==> src/rtl/bta_operand_loader.sv <==
// bta_operand_loader
// Feeds the 8-operand registered binary-tree adder and collects its result.
// Operands arrive one per cycle on a valid/ready stream and are packed into
// slots A..H. A group closes after the eighth operand or after an operand
// flagged in_last. The slots then stay frozen while the tree computes. The
// tree sum is then captured and offered on a valid/ready result port.
//
// Ports:
//   clk, rst             rising-edge clock, synchronous active-high reset
//   in_valid/in_ready    operand stream handshake
//   in_data, in_last     operand value, marks the last operand of a short group
//   op_a..op_h, op_cin   parallel operands and carry-in to the tree
//   tree_sum             tree output (LAT registered stages after op_*)
//   res_valid/res_ready  result handshake
//   res_data, res_count  captured sum and number of operands in the group
//   busy                 group in flight (waiting on the tree or holding result)
module bta_operand_loader #(
  parameter int unsigned M   = 16,
  parameter int unsigned LAT = 3,
  parameter int unsigned SW  = M + 3
) (
  input  logic          clk,
  input  logic          rst,
  input  logic          in_valid,
  output logic          in_ready,
  input  logic [M-1:0]  in_data,
  input  logic          in_last,
  output logic [M-1:0]  op_a,
  output logic [M-1:0]  op_b,
  output logic [M-1:0]  op_c,
  output logic [M-1:0]  op_d,
  output logic [M-1:0]  op_e,
  output logic [M-1:0]  op_f,
  output logic [M-1:0]  op_g,
  output logic [M-1:0]  op_h,
  output logic          op_cin,
  input  logic [SW-1:0] tree_sum,
  output logic          res_valid,
  input  logic          res_ready,
  output logic [SW-1:0] res_data,
  output logic [3:0]    res_count,
  output logic          busy
);

  localparam int unsigned WCW = (LAT < 1) ? 1 : $clog2(LAT + 1);

  typedef enum logic [1:0] {
    FILL = 2'd0,
    WAIT = 2'd1,
    DONE = 2'd2
  } state_t;

  state_t         state;
  logic [3:0]     count;
  logic [WCW-1:0] wcnt;
  logic [M-1:0]   slot [8];

  logic           xfer_c;
  logic [3:0]     count_nxt_c;

  // Operand transfer: in_ready is only ever high in FILL.
  assign xfer_c      = in_valid & in_ready;
  assign count_nxt_c = count + 4'd1;

  assign op_a   = slot[0];
  assign op_b   = slot[1];
  assign op_c   = slot[2];
  assign op_d   = slot[3];
  assign op_e   = slot[4];
  assign op_f   = slot[5];
  assign op_g   = slot[6];
  assign op_h   = slot[7];
  assign op_cin = 1'b0;

  // Loader FSM with all outputs registered.
  always_ff @(posedge clk) begin
    if (rst) begin
      state     <= FILL;
      count     <= 4'd0;
      wcnt      <= '0;
      for (int i = 0; i < 8; i++) slot[i] <= '0;
      in_ready  <= 1'b1;
      res_valid <= 1'b0;
      res_data  <= '0;
      res_count <= 4'd0;
      busy      <= 1'b0;
    end else begin
      case (state)
        FILL: begin
          if (xfer_c) begin
            slot[count[2:0]] <= in_data;
            count            <= count_nxt_c;
            // Close the group; unwritten slots stay zero and pad the sum.
            if (count_nxt_c == 4'd8 || in_last) begin
              state     <= WAIT;
              in_ready  <= 1'b0;
              busy      <= 1'b1;
              wcnt      <= WCW'(LAT);
              res_count <= count_nxt_c;
            end
          end
        end
        WAIT: begin
          // Counter hits zero once the tree has had LAT edges past the
          // operand registers, so tree_sum is valid here.
          if (wcnt == '0) begin
            res_data  <= tree_sum;
            res_valid <= 1'b1;
            state     <= DONE;
          end else begin
            wcnt <= wcnt - WCW'(1);
          end
        end
        DONE: begin
          if (res_ready) begin
            res_valid <= 1'b0;
            in_ready  <= 1'b1;
            busy      <= 1'b0;
            count     <= 4'd0;
            for (int i = 0; i < 8; i++) slot[i] <= '0;
            state     <= FILL;
          end
        end
        default: state <= FILL;
      endcase
    end
  end

endmodule

==> config.mk <==
export PLATFORM = sky130hd
export DESIGN_NAME = bta_operand_loader
export DESIGN_NICKNAME = d
export VERILOG_FILES = /design/src/rtl/bta_operand_loader.sv
export SDC_FILE = /design/constraint.sdc
export NUM_CORES = 1
export LEC_CHECK = 0
export BUFFER_PORTS_ARGS = -buffer_cell sky130_fd_sc_hd__buf_4
export CORE_ASPECT_RATIO = 0.6
export CORE_MARGIN = 3
export CORE_UTILIZATION = 25
export DETAILED_ROUTE_END_ITERATION = 8
export SETUP_SLACK_MARGIN = 0.05
export SYNTH_ARGS = -nofsm -noshare
export SYNTH_HDL_FRONTEND = slang
export SYNTH_SLANG_ARGS = --single-unit
==> constraint.sdc <==
create_clock -name clk -period 4.5 [get_ports clk]
set_clock_uncertainty 0.1 [all_clocks]
set_input_delay 1.125 -clock clk [delete_from_list [all_inputs] [get_ports clk]]
set_output_delay 1.125 -clock clk [all_outputs]
set_load 0.01 [all_outputs]
==> flow_metrics.env <==
export IMPL_setup_viol=0
export IMPL_dr_pass1_iters=5
export IMPL_wl_per_cell_um=18.2
export IMPL_ioPinCount=195
export IMPL_seq_area_frac_synth_pct=72.3
export IMPL_status="completed"
export IMPL_layout_nets=694
export IMPL_crit_path_max_incr_delay_ns=0.71
export IMPL_fillers=2384
export IMPL_crit_path_end_kind="flop"
export IMPL_dp_hpwl_mm=12.7
export IMPL_area_growth_pct=38.9
export IMPL_gp_congestion=0.752
export IMPL_vias=4125
export IMPL_grt_setup_unrepaired="false"
export IMPL_power_mw=3.66
export IMPL_worst_pin_slew_ns=0.991
export IMPL_multi_input_area_mm2=0.00162
export IMPL_grt_max_degree=36
export IMPL_cts_tree="done"
export IMPL_hold_viol_final=0
export IMPL_grt_pass1_wl_mm=26.3
export IMPL_power_leakage_nw=3.53
export IMPL_cts_root_buf="clkbuf_16"
export IMPL_numCtsBuffers=17
export IMPL_drv_slew=0
export IMPL_drtAntennaViolNets=0
export IMPL_drive_gt1_share_pct=35.7
export IMPL_clkSlewWorstSetupHoldPaths_ns=0.06
export IMPL_overflow=0
export IMPL_clkSinkCount=162
export IMPL_mappedNetlistArea_mm2=0.00625
export IMPL_coreArea_mm2=0.0244
export IMPL_portBuffers=193
export IMPL_ys_seq_elements=162
export IMPL_via_per_inst=4.17
export IMPL_synth_flop_cell="edfxtp_1"
export IMPL_worst_ep_required_time_ns=4.44
export IMPL_syn_inst=455
export IMPL_syn_nets=497
export IMPL_dieWidth_um=210
export IMPL_finalCritPeriodShare_pct=71.8
export IMPL_critPathMaxFanout=35
export IMPL_peakVddDrop_uv=237
export IMPL_clk_latency_ns=0.42
export IMPL_hp_class="flop to flop"
export IMPL_std_cell_rows=44
export IMPL_fmax_mhz=309
export IMPL_dieArea_mm2=0.0270
export IMPL_htreeDepth=4
export IMPL_grt_usage_pct=13.4
export IMPL_drv_cap=0
export IMPL_initial_core_util_pct=25.6
export IMPL_die_h_um=129
export IMPL_synth_async_reset_ratio_pct=0
export IMPL_cts_resized=0
export IMPL_hold_slack_ns=0.354
export IMPL_syn_avg_cell_area_um2=13.7
export IMPL_grt_antenna_before_repair=2
export IMPL_cts_hold_buf=0
export IMPL_min_period_ns=3.23
export IMPL_routed_wl_mm=18.0
export IMPL_regArea_mm2=0.00452
export IMPL_crit_slowest_cell="nand2b_1"
export IMPL_synth_edf_count=128
export IMPL_crit_arrival_ns=3.18
export IMPL_pwr_density_cell_mw_per_mm2=421
export IMPL_yosysWarnings=0
export IMPL_crit_chain="buf_4 -> or3_1 -> nor3_4 -> nand2b_1"
export IMPL_grt_pass1_vias=4049
export IMPL_cts_setup_buffers=0
export IMPL_path_class="input pin to flop"
export IMPL_synth_cell_type_count=46
export IMPL_startpoint_type="input pin"
export IMPL_max_slew_margin_pct=33.9
export IMPL_setup_tns_ns=0
export IMPL_drc=0
export IMPL_reg2reg_slack_ns=1.59
export IMPL_clock_path_buffers=2
export IMPL_initialDrtViolationCount=236
## area by class of cell
class,instances,area share [%]
Antenna cell,3,0.0864
Clock buffer,21,5.07
Clock inverter,10,2.12
Inverter,4,0.173
Multi-Input combinational cell,268,18.6
Sequential cell,162,52.1
Tap cell,322,4.64
Timing Repair Buffer,199,17.2
## metal layers
metal	track usage [%]	vias up	wire [um]	part of all wire [%]
met5	0	-	0	0
met4	3.09	0	131	0.73
met3	6.41	13	1690	9.4
met2	18.6	139	7490	42
met1	18.8	1990	8700	48
li1	-	1983	-	-
## path summary, 6_finish.rpt
check                     from            to  cells after the start
setup / recovery           rst    slot[0][8]                      4
hold / removal    res_data[10]  res_data[10]                      2
setup reg to reg      state[0]    slot[0][8]                      4
hold reg to reg   res_data[10]  res_data[10]                      2
## cells in the mapped netlist, types with 2 or more instances
master	number	area share (%)
and2_1	128	13
edfxtp_1	128	61
nand2_1	46	2.8
dfxtp_1	34	11
a21oi_1	24	1.9
clkbuf_1	12	0.72
o21ai_0	11	0.88
nor2_1	9	0.54
nand2b_1	5	0.50
nand3_1	5	0.40
inv_1	4	0.24
clkbuf_2	3	0.24
nor2_4	3	0.54
o31ai_1	3	0.36
or3_1	3	0.30
and3b_1	2	0.28
buf_4	2	0.24
buf_6	2	0.36
ha_1	2	0.40
nand4_1	2	0.20
o211ai_1	2	0.24
## where the power goes
| part | internal, mW | switching, mW |
|---|---|---|
| sequential | 1.70 | 0.0397 |
| combinational | 0.148 | 0.203 |
| clock | 0.981 | 0.582 |
## logic make-up after synthesis
family | share of synthesized area [%]
adders and majority gates | 0.400
buffers and inverters | 1.94
xor gates and xnor gates | 0.280
DFF | 72.3
and+or+nand+nor | 20.3
other | 0.0600
AOI/OAI and AO/OA | 4.62
## state kept, by name (all words and copies together), names as in the netlist
name and flops:
busy 1, res_count 4, slot 128, res_valid 1, count 4, res_data 19, state 2, wcnt 2
in_ready 1
## stage by stage
step                      util (%)  area, um^2  setup WS, ns  cells
after floorplan                  -        6250          1.00    455
after global placement        33.0        8060         0.875    955
after detailed placement      33.0        8060         0.768    955
after CTS                     35.6        8680          1.21    986
after global routing          35.6        8680          1.07    986
final                         35.6        8690          1.27    989
## critical path, delay by kind of cell
kind	cells	cell delay, ns
AND/OR/NAND/NOR	3	1.80
buffers and inverters	1	0.23
## cells in the final DEF (no fill, tap or decap), types with 2 or more instances in the layout
master,Yosys,final
a21oi_1,24,24
and2_1,128,128
and3b_1,2,2
buf_4,2,199
bufinv_16,0,5
clkbuf_1,12,4
clkbuf_16,0,17
clkinv_4,0,2
dfxtp_1,34,34
diode_2,0,3
edfxtp_1,128,128
ha_1,2,2
inv_1,4,4
nand2_1,46,46
nand2b_1,5,5
nand3_1,5,5
nand4_1,2,2
nor2_1,9,9
nor2_4,3,3
o211ai_1,2,2
o21ai_0,11,5
o21ai_1,0,3
o21ai_2,0,3
o31ai_1,3,3
or3_1,3,3
Note: power is estimated with default switching activity, not from simulation.
